## src/rtl/game_pkg.sv

```systemverilog
// rtl/game_pkg.sv - shared command codes, colours and screen geometry for the game datapath
package game_pkg;

  localparam int SCREEN_W      = 160;
  localparam int SCREEN_H      = 120;

  localparam int BRICK_X0      = 4;
  localparam int BRICK_Y0      = 10;
  localparam int BRICK_PITCH_X = 39;
  localparam int BRICK_PITCH_Y = 9;
  localparam int BRICK_W       = 36;
  localparam int BRICK_H       = 6;

  localparam int PADDLE_Y      = 110;
  localparam int PADDLE_W      = 24;
  localparam int PADDLE_H      = 3;
  localparam int BALL_SIZE     = 2;

  localparam int CMD_POP_BASE     = 1;
  localparam int CMD_DRAW_PADDLE  = 13;
  localparam int CMD_ERASE_PADDLE = 14;
  localparam int CMD_DRAW_BALL    = 15;
  localparam int CMD_ERASE_BALL   = 16;
  localparam int CMD_REMOVE_BASE  = 17;
  localparam int CMD_LAST         = 28;

  localparam logic [2:0] COL_BLACK  = 3'b000;
  localparam logic [2:0] COL_RED    = 3'b100;
  localparam logic [2:0] COL_YELLOW = 3'b110;
  localparam logic [2:0] COL_GREEN  = 3'b010;
  localparam logic [2:0] COL_WHITE  = 3'b111;

  typedef enum logic {
    ST_IDLE,
    ST_RUN
  } draw_state_e;

  // Codes 1..28 select a rectangle; 0 and 29..31 are no-ops.
  function automatic logic cmd_valid(input logic [4:0] c);
    return (c >= 5'(CMD_POP_BASE)) && (c <= 5'(CMD_LAST));
  endfunction

endpackage

```

## src/rtl/draw_engine_if.sv

```systemverilog
// rtl/draw_engine_if.sv - command handshake and VGA pixel bus of the draw engine
interface draw_engine_if;
  logic [4:0] ld_draw;
  logic [7:0] paddle_x;
  logic [7:0] ball_x;
  logic [6:0] ball_y;
  logic       busy;
  logic [7:0] vga_x;
  logic [6:0] vga_y;
  logic [2:0] vga_colour;
  logic       vga_plot;

  modport master (
    output ld_draw, paddle_x, ball_x, ball_y,
    input  busy, vga_x, vga_y, vga_colour, vga_plot
  );

  modport slave (
    input  ld_draw, paddle_x, ball_x, ball_y,
    output busy, vga_x, vga_y, vga_colour, vga_plot
  );
endinterface

```

## src/rtl/brick_geom.sv

```systemverilog
// rtl/brick_geom.sv - brick index (1..12) to top-left corner and row colour
module brick_geom
  import game_pkg::*;
(
  input  logic [3:0] idx_i,
  output logic [7:0] x0_o,
  output logic [6:0] y0_o,
  output logic [2:0] colour_o
);

  logic [3:0] k;
  logic [1:0] col;
  logic [1:0] row;

  assign k   = idx_i - 4'd1;
  assign col = k[1:0];
  assign row = k[3:2];

  // Four bricks per row; the row also picks the brick colour.
  always_comb begin
    x0_o = 8'(BRICK_X0 + BRICK_PITCH_X * int'(col));
    y0_o = 7'(BRICK_Y0 + BRICK_PITCH_Y * int'(row));
    case (row)
      2'd0:    colour_o = COL_RED;
      2'd1:    colour_o = COL_YELLOW;
      2'd2:    colour_o = COL_GREEN;
      default: colour_o = COL_BLACK;
    endcase
  end

endmodule

```

## src/rtl/draw_engine.sv

```systemverilog
// rtl/draw_engine.sv - rasterises one brick/paddle/ball rectangle per command, one pixel per cycle
module draw_engine
  import game_pkg::*;
(
  input  logic         clk,
  input  logic         resetn,
  draw_engine_if.slave bus
);

  draw_state_e state_q, state_d;
  logic       done_q, done_d;
  logic [4:0] cmd_q, cmd_d;
  logic [7:0] x0_q, x0_d;
  logic [6:0] y0_q, y0_d;
  logic [5:0] w_q, w_d;
  logic [2:0] h_q, h_d;
  logic [2:0] colour_q, colour_d;
  logic [5:0] cx_q, cx_d;
  logic [2:0] cy_q, cy_d;
  logic [7:0] pad_old_q, pad_old_d;
  logic [7:0] ball_old_x_q, ball_old_x_d;
  logic [6:0] ball_old_y_q, ball_old_y_d;
  logic [7:0] hold_x_q, hold_x_d;
  logic [6:0] hold_y_q, hold_y_d;
  logic [2:0] hold_col_q, hold_col_d;

  logic [7:0] geom_x0;
  logic [6:0] geom_y0;
  logic [2:0] geom_col;
  logic [8:0] x_sum;
  logic [7:0] y_sum;
  logic       running;
  logic       clipped;

  // Populate codes 1..12 and remove codes 17..28 share the low four bits
  // of the brick index, so the low nibble of ld_draw feeds the geometry.
  brick_geom u_brick_geom (
    .idx_i    (bus.ld_draw[3:0]),
    .x0_o     (geom_x0),
    .y0_o     (geom_y0),
    .colour_o (geom_col)
  );

  assign running = (state_q == ST_RUN);
  assign x_sum   = {1'b0, x0_q} + {3'b000, cx_q};
  assign y_sum   = {1'b0, y0_q} + {5'b00000, cy_q};
  assign clipped = (x_sum >= 9'(SCREEN_W)) || (y_sum >= 8'(SCREEN_H));

  assign bus.busy       = cmd_valid(bus.ld_draw) && !(done_q && (bus.ld_draw == cmd_q));
  assign bus.vga_plot   = running && !clipped;
  assign bus.vga_x      = running ? x_sum[7:0] : hold_x_q;
  assign bus.vga_y      = running ? y_sum[6:0] : hold_y_q;
  assign bus.vga_colour = running ? colour_q   : hold_col_q;

  // State, geometry latch and raster counters.
  always_ff @(posedge clk) begin
    if (!resetn) begin
      state_q      <= ST_IDLE;
      done_q       <= 1'b0;
      cmd_q        <= '0;
      x0_q         <= '0;
      y0_q         <= '0;
      w_q          <= '0;
      h_q          <= '0;
      colour_q     <= '0;
      cx_q         <= '0;
      cy_q         <= '0;
      pad_old_q    <= '0;
      ball_old_x_q <= '0;
      ball_old_y_q <= '0;
      hold_x_q     <= '0;
      hold_y_q     <= '0;
      hold_col_q   <= '0;
    end else begin
      state_q      <= state_d;
      done_q       <= done_d;
      cmd_q        <= cmd_d;
      x0_q         <= x0_d;
      y0_q         <= y0_d;
      w_q          <= w_d;
      h_q          <= h_d;
      colour_q     <= colour_d;
      cx_q         <= cx_d;
      cy_q         <= cy_d;
      pad_old_q    <= pad_old_d;
      ball_old_x_q <= ball_old_x_d;
      ball_old_y_q <= ball_old_y_d;
      hold_x_q     <= hold_x_d;
      hold_y_q     <= hold_y_d;
      hold_col_q   <= hold_col_d;
    end
  end

  // Accept a command in IDLE, then scan the rectangle row-major in RUN.
  always_comb begin
    state_d      = state_q;
    done_d       = done_q;
    cmd_d        = cmd_q;
    x0_d         = x0_q;
    y0_d         = y0_q;
    w_d          = w_q;
    h_d          = h_q;
    colour_d     = colour_q;
    cx_d         = cx_q;
    cy_d         = cy_q;
    pad_old_d    = pad_old_q;
    ball_old_x_d = ball_old_x_q;
    ball_old_y_d = ball_old_y_q;
    hold_x_d     = hold_x_q;
    hold_y_d     = hold_y_q;
    hold_col_d   = hold_col_q;

    case (state_q)
      ST_IDLE: begin
        if (bus.busy) begin
          state_d = ST_RUN;
          done_d  = 1'b0;
          cmd_d   = bus.ld_draw;
          cx_d    = '0;
          cy_d    = '0;
          case (bus.ld_draw)
            5'(CMD_DRAW_PADDLE): begin
              x0_d      = bus.paddle_x;
              y0_d      = 7'(PADDLE_Y);
              w_d       = 6'(PADDLE_W);
              h_d       = 3'(PADDLE_H);
              colour_d  = COL_WHITE;
              pad_old_d = bus.paddle_x;
            end
            5'(CMD_ERASE_PADDLE): begin
              x0_d     = pad_old_q;
              y0_d     = 7'(PADDLE_Y);
              w_d      = 6'(PADDLE_W);
              h_d      = 3'(PADDLE_H);
              colour_d = COL_BLACK;
            end
            5'(CMD_DRAW_BALL): begin
              x0_d         = bus.ball_x;
              y0_d         = bus.ball_y;
              w_d          = 6'(BALL_SIZE);
              h_d          = 3'(BALL_SIZE);
              colour_d     = COL_WHITE;
              ball_old_x_d = bus.ball_x;
              ball_old_y_d = bus.ball_y;
            end
            5'(CMD_ERASE_BALL): begin
              x0_d     = ball_old_x_q;
              y0_d     = ball_old_y_q;
              w_d      = 6'(BALL_SIZE);
              h_d      = 3'(BALL_SIZE);
              colour_d = COL_BLACK;
            end
            default: begin
              x0_d     = geom_x0;
              y0_d     = geom_y0;
              w_d      = 6'(BRICK_W);
              h_d      = 3'(BRICK_H);
              colour_d = (bus.ld_draw < 5'(CMD_REMOVE_BASE)) ? geom_col : COL_BLACK;
            end
          endcase
        end else if (done_q && (bus.ld_draw != cmd_q)) begin
          done_d = 1'b0;
        end
      end

      ST_RUN: begin
        hold_x_d   = x_sum[7:0];
        hold_y_d   = y_sum[6:0];
        hold_col_d = colour_q;
        if (cx_q == w_q - 6'd1) begin
          cx_d = '0;
          if (cy_q == h_q - 3'd1) begin
            done_d  = 1'b1;
            state_d = ST_IDLE;
          end else begin
            cy_d = cy_q + 3'd1;
          end
        end else begin
          cx_d = cx_q + 6'd1;
        end
      end

      default: state_d = ST_IDLE;
    endcase
  end

endmodule

```

## src/flat_wrapper.sv

```systemverilog
// flat-port wrapper written by rule: the top's interface ports become plain ports
module draw_engine_flat import game_pkg::*;
  (clk, resetn, bus_ld_draw, bus_paddle_x, bus_ball_x, bus_ball_y, bus_busy, bus_vga_x, bus_vga_y, bus_vga_colour, bus_vga_plot);
  draw_engine_if bus_i ();
  input  logic clk;
  input  logic resetn;
  input wire logic [$bits(bus_i.ld_draw)-1:0] bus_ld_draw;
  input wire logic [$bits(bus_i.paddle_x)-1:0] bus_paddle_x;
  input wire logic [$bits(bus_i.ball_x)-1:0] bus_ball_x;
  input wire logic [$bits(bus_i.ball_y)-1:0] bus_ball_y;
  output wire logic [$bits(bus_i.busy)-1:0] bus_busy;
  output wire logic [$bits(bus_i.vga_x)-1:0] bus_vga_x;
  output wire logic [$bits(bus_i.vga_y)-1:0] bus_vga_y;
  output wire logic [$bits(bus_i.vga_colour)-1:0] bus_vga_colour;
  output wire logic [$bits(bus_i.vga_plot)-1:0] bus_vga_plot;
  assign bus_i.ld_draw = bus_ld_draw;
  assign bus_i.paddle_x = bus_paddle_x;
  assign bus_i.ball_x = bus_ball_x;
  assign bus_i.ball_y = bus_ball_y;
  assign bus_busy = bus_i.busy;
  assign bus_vga_x = bus_i.vga_x;
  assign bus_vga_y = bus_i.vga_y;
  assign bus_vga_colour = bus_i.vga_colour;
  assign bus_vga_plot = bus_i.vga_plot;
  draw_engine u_core (.clk(clk), .resetn(resetn), .bus(bus_i));
endmodule
```

## config.mk

```make
export PLATFORM = sky130hd
export DESIGN_NAME = draw_engine_flat
export DESIGN_NICKNAME = d
export VERILOG_FILES = /design/src/rtl/game_pkg.sv /design/src/rtl/draw_engine_if.sv /design/src/rtl/brick_geom.sv /design/src/rtl/draw_engine.sv /design/src/flat_wrapper.sv
export SDC_FILE = /design/constraint.sdc
export NUM_CORES = 1
export LEC_CHECK = 0
export ABC_AREA = 1
export BUFFER_PORTS_ARGS = -buffer_cell sky130_fd_sc_hd__buf_2
export CORE_MARGIN = 2
export CORE_UTILIZATION = 51
export DETAILED_ROUTE_END_ITERATION = 16
export HOLD_SLACK_MARGIN = 0.05
export PLACE_DENSITY_LB_ADDON = 0.1
export SYNTH_ARGS = -nofsm -noshare
export SYNTH_HDL_FRONTEND = slang
export SYNTH_SLANG_ARGS = --single-unit
```

## constraint.sdc

```tcl
create_clock -name clk -period 7.77 [get_ports clk]
set_input_delay 2.331 -clock clk [delete_from_list [all_inputs] [get_ports clk]]
set_output_delay 2.331 -clock clk [all_outputs]
set_load 0.1 [all_outputs]
```

After elaboration in Yosys (flattened, before gate mapping)
Index checks and enable logic that the tools add are counted.

cells by class
  eq/ne operators = 15
  $lt $le $gt $ge = 5
  multipliers = 2
  reduce and logical (&&, ||, !) cells = 18
  bitwise gates (word level) = 1
  muxes and demuxes = 26
  add/sub/neg operators = 9

operator list
  operator               number
  $pmux W8 S4            1
  $pmux W6 S2            2
  $pmux W7 S3            1
  $pmux W3 S2            3
  $eq A5 B4 Y1 const B   3
  $mux W3                5
  $mux W6                2
  $reduce_and A3 Y1      4
  $add A8 B6 Y9          1
  $ge A9 B8 Y1 const B   1
  $pmux W3 S3            1
  $add A3 B8 Y8 const A  1
  $add A7 B3 Y8          1
  $ge A8 B7 Y1 const B   1
  $mul A6 B2 Y8 const A  1
  $mux W8                1
  $ne A2 B2 Y1 const B   4
  $reduce_or A2 Y1       4
  $add A4 B6 Y7 const A  1
  $mux W1                7
  $mux W7                1
  $add A6 B1 Y6 const B  1
  $eq A6 B6 Y1           1
  $mul A4 B2 Y6 const A  1
  other kinds (21)       27

storage, ports and cells
  logic and storage cells = 92
  input port bits = 30
  flip-flop bits (word level) = 84

Longest topological paths before layout
  depth in word-level cells = 6
  gate-level depth with buffers = 14
  depth with buffers taken out = 14

By module
A second synthesis with hierarchy kept.

unflattened totals
  cells, all modules = 676
  area, all modules = 4,475.5 µm²

modules (own cells, without submodules)
  module       cells an instance  instances  area an instance (µm²)  sequential area each (µm²)
  draw_engine  647                1          4,282.9                 1,581.5
  brick_geom   29                 1          192.7                   0.0

Worst setup path before layout
OpenSTA, ideal clock, no wires.

  path type = reg2out
  start = register u_core.cx_q[0]
  end = output bus_vga_x[6]
  data arrival time = 3,612 ps
  cell stages (with the launch flop) = 11
  slack = 1,827 ps
  path through = dfxtp_1 ha_1 inv_1 fa_1 inv_1 nand3_1 nand2_1 nand2_1 nand2_1 xnor2_1 o21ai_0

between the ends
  word-level cells in the longest chain between the ends = 2

RTL lines
  item                      line                text
  start: declaration        draw_engine.sv:18   logic [5:0] cx_q, cx_d;
  start signal: assignment  draw_engine.sv:66   cx_q <= '0;
  start signal: assignment  draw_engine.sv:83   cx_q <= cx_d;
  $add A8 B6 Y9             draw_engine.sv:45   assign x_sum = {1'b0, x0_q} + {3'b000, cx_q};
  $mux W8                   draw_engine.sv:51   assign bus.vga_x = running ? x_sum[7:0] : hold_x_q;
  end: declaration          flat_wrapper.sv:12  output wire logic [$bits(bus_i.vga_x)-1:0] bus_vga_x;

No other way between the ends.

Worst setup path in the final report
  start = input bus_ld_draw[1]
  end = output bus_busy

between the ends
  word-level cells in the longest chain between the ends = 4
  elaborated cells on any way between the ends = 7
  those cells by class = 2 x order compare; 1 x eq/ne; 4 x reduce/logical

RTL lines
  item                                                  line                text
  start: declaration                                    flat_wrapper.sv:7   input wire logic [$bits(bus_i.ld_draw)-1:0] bus_ld_draw;
  branches (longest 3 deep; another with $ge A5 B1 Y1)  n/a
  $logic_and A1 B1 Y1 *                                 draw_engine.sv:49   assign bus.busy = cmd_valid(bus.ld_draw) && !(done_q && (bus.ld_draw == cmd_q));
  end: declaration                                      flat_wrapper.sv:11  output wire logic [$bits(bus_i.busy)-1:0] bus_busy;

Every way passes the cells marked *.

==> impl_metrics.yaml <==
cts:
  post_cts_resized: 0
  worst_skew_pair.late_latency_ns: 0.34
  postCtsSetupBuffers: 0
  holdBufCountCts: 0
  clk_sinks: 79
  h-tree-depth: 3
  cts_buffers: 9
  cts-root-to-sink-buffers: 2
  tritoncts: "yes"
  root_buffer: "clkbuf_8"
  clk_pin_slew_worst_paths_ns: 0.08
global_route:
  grt_start_max_net_pins: 53
  grt_util_met3_pct: 3.813
  grt.overflow.total: 0
  use_met2_pct: 37.29
  wire_length_of_the_first_global_routing_pass_um: 18290
  globalRouteMet1Util_pct: 33.38
  grt-busiest-layer: "met2"
  groute.usage.overall_pct: 23.44
  grt_pass1_vias: 3817
  antenna_found_initial: 0
synthesis:
  synth.cell_area_um2: 4448
  synth.yosys.warnings: 0
  synth-seq-area-share_pct: 35.56
  yosysUniqueCellTypes: 36
  synth_nets: 704
  postSynthAreaPerCell_um2: 6.854
  synth_seq_cells: 79
  netlist_instances: 649
timing:
  tightestPinTransition_ns: 0.5731
  timing.final.crit_share_pct: 83.43
  max_freq_mhz: 154.3
  fin_setup_tns_ns: 0
  hold_viol_final: 0
  worst_hold_margin_ns: 0.4635
  timing.final.max_slew_violations: 0
  minimum_period_implied_by_the_final_worst_setup_slack_ns: 6.482
  setup_violations: 0
  slew_headroom_pct: 61.80
  grt_setup_unrepaired: "false"
  fin_worst_skew_ns: 0.009335
worst_setup_path:
  r2r_cells: 11
  critical_path_slowest_stage_cell: "buf_2"
  endpoint_kind: "output pin"
  crit_family: "buffers and inverters"
  timing.critical_path.depth: 8
  cp-start-kind: "primary input"
  critical_path.cell_chain: "buf_2 > inv_1 > ha_1 > nand2_2 > o211ai_1 > nand2_2 > inv_4 > buf_2"
  cpPeakStageDelay_ns: 0.49
  crit_type: "primary input to output pin"
  worstPathRequired_ns: 5.44
  path_buf_inv: 4
  timing.critical_path.arrival_ns: 4.15
  cp_max_fo: 27
floorplanning:
  placementRows: 34
  die_area_um2: 9485
  die_h_um: 97.39
  initial_core_util_pct: 51.76
  placeableCoreArea_um2: 8593
  die-width_um: 97.39
  floorplan.io_pins: 50
pwr:
  irDropWorstVdd_mv: 0.08203
  total_leakage_power_uw: 0.002245
  power_per_cell_area_nw_per_um2: 190.8
  totalPowerFinal_uw: 936.2
layout:
  final_cell_count_no_fill: 803
  layout-drive-gt1-share_pct: 13.09
  layout.cells.most_common_list: "nand2_1, dfxtp_1, nand3_1"
  final_common_cell: "nand2_1"
  flow.area_growth_from_synthesis_pct: 10.30
  antennaDiodeCount: 0
  nNetsFinal: 745
  finalCoreUtilization_pct: 57.09
drt:
  via_count: 4164
  drt_antenna_net_count: 0
  vias_per_cell: 5.186
  wire_length_per_cell_after_detailed_routing_um: 13.38
  remaining_drc_errors: 0
  dr.first_iter.drc_count: 235
  wirelength_um: 10740
  total_iterations_of_the_first_detailed_routing_run: 4
flow_run:
  drv_cap: 0
hold_path:
  timing.hold.worst.class: "register to register"
  hold-path-cell-count: 2
outcome:
  outcome: "completed"
place:
  gpl.final_weighted_congestion: 0.8860
  numPlacedInstances: 787
  portBuffers: 49
  detailedPlacementHpwl_um: 7925
[worst paths after layout]
path | start | endpoint | slack [ns]
hold reg to reg | u_core.pad_old_q[3] | u_core.pad_old_q[3] | 0.46
setup reg to reg | u_core.cx_q[0] | u_core.hold_x_q[6] | 5.66
setup / recovery | bus_ld_draw[1] | bus_busy | 1.29
hold / removal | u_core.pad_old_q[3] | u_core.pad_old_q[3] | 0.46
[synthesized netlist by cell type]
library cell | instances | area share (%)
and2_1 | 5 | 0.70
a21boi_0 | 5 | 0.84
nor2_1 | 35 | 3.0
xnor2_1 | 9 | 1.8
nand4_1 | 11 | 1.5
o21ai_0 | 34 | 3.8
fa_1 | 2 | 0.90
nand3_1 | 63 | 7.1
nand2_1 | 198 | 17
clkbuf_1 | 11 | 0.93
buf_4 | 1 | 0.17
o22ai_1 | 1 | 0.14
inv_1 | 58 | 4.9
inv_2 | 6 | 0.51
nor2_2 | 3 | 0.42
nand2_2 | 6 | 0.84
a21oi_1 | 57 | 6.4
clkinv_1 | 1 | 0.084
inv_4 | 1 | 0.14
ha_1 | 23 | 6.5
or2_2 | 2 | 0.28
nor2_4 | 3 | 0.76
buf_6 | 5 | 1.3
a31oi_1 | 1 | 0.14
or2_1 | 1 | 0.14
dfxtp_1 | 79 | 36
xor2_1 | 5 | 0.98
o21bai_1 | 1 | 0.17
nand2_4 | 2 | 0.51
o211ai_1 | 2 | 0.34
buf_1 | 1 | 0.084
o21ai_1 | 5 | 0.56
a22oi_1 | 6 | 1.0
nand3b_1 | 1 | 0.17
buf_2 | 4 | 0.45
nand3_2 | 1 | 0.23
[worst register-to-register path, cell delays in order (launching register included)]
cell and delay (ns):
dfxtp_1 0.42, ha_1 0.24, inv_1 0.08, fa_1 0.41
inv_1 0.09, nand3_1 0.07, nand2_1 0.11, nand2_1 0.05
nand2_1 0.09, xnor2_1 0.18, o21ai_0 0.13, and2_1 0.16
[layout make-up]
type / instances / area [um2]
clock buffers: 12 / 155.1
fillers: 864 / 3687
well taps: 108 / 135.1
flip-flops and latches: 79 / 1582
multi-input cells: 482 / 2487
inverters: 66 / 250.2
clock inverters: 4 / 28.78
repair buffers: 52 / 267.8
[flip-flops by register name, summed over array words and instances, names as in the netlist]
register,count
u_core.ball_old_x_q,8
u_core.ball_old_y_q,7
u_core.cmd_q,5
u_core.colour_q,3
u_core.cx_q,6
u_core.cy_q,3
u_core.done_q,1
u_core.h_q,2
u_core.hold_col_q,3
u_core.hold_x_q,8
u_core.hold_y_q,7
u_core.pad_old_q,8
u_core.running,1
u_core.w_q,2
u_core.x0_q,8
u_core.y0_q,7
[per-layer routing]
metal | vias up | share of wire [%] | wire length, um
li1 | 2197 | - | -
met4 | 0 | 1.0 | 108
met1 | 1883 | 50 | 5389
met5 | - | 0 | 0
met3 | 6 | 3.9 | 422
met2 | 78 | 45 | 4821
[cell families (layout without fill, tap and decap cells)]
logic type               Yosys count  count (layout)  share of synthesized area [%]
AND/OR/NAND/NOR                  331             331                          32.35
adder cells (fa/ha/maj)           25              25                          7.370
flip-flops                        79              79                          35.56
AO/OA/AOI/OAI                    112             112                          13.45
buffers and inverters             88             134                          8.523
XOR/XNOR                          14              14                          2.757
[where the power goes]
part / switching, uW / internal, uW
clock: 152 / 134
sequential: 12.5 / 423
combinational: 163 / 50.9
[per-stage QoR]
step	setup slack [ns]	area, um2
finish	1.288	4906
CTS	1.268	4906
detailed placement	1.272	4722
global route	1.171	4906
floorplan	1.827	4448
global placement	1.341	4722
(Power assumes the default switching activity.)
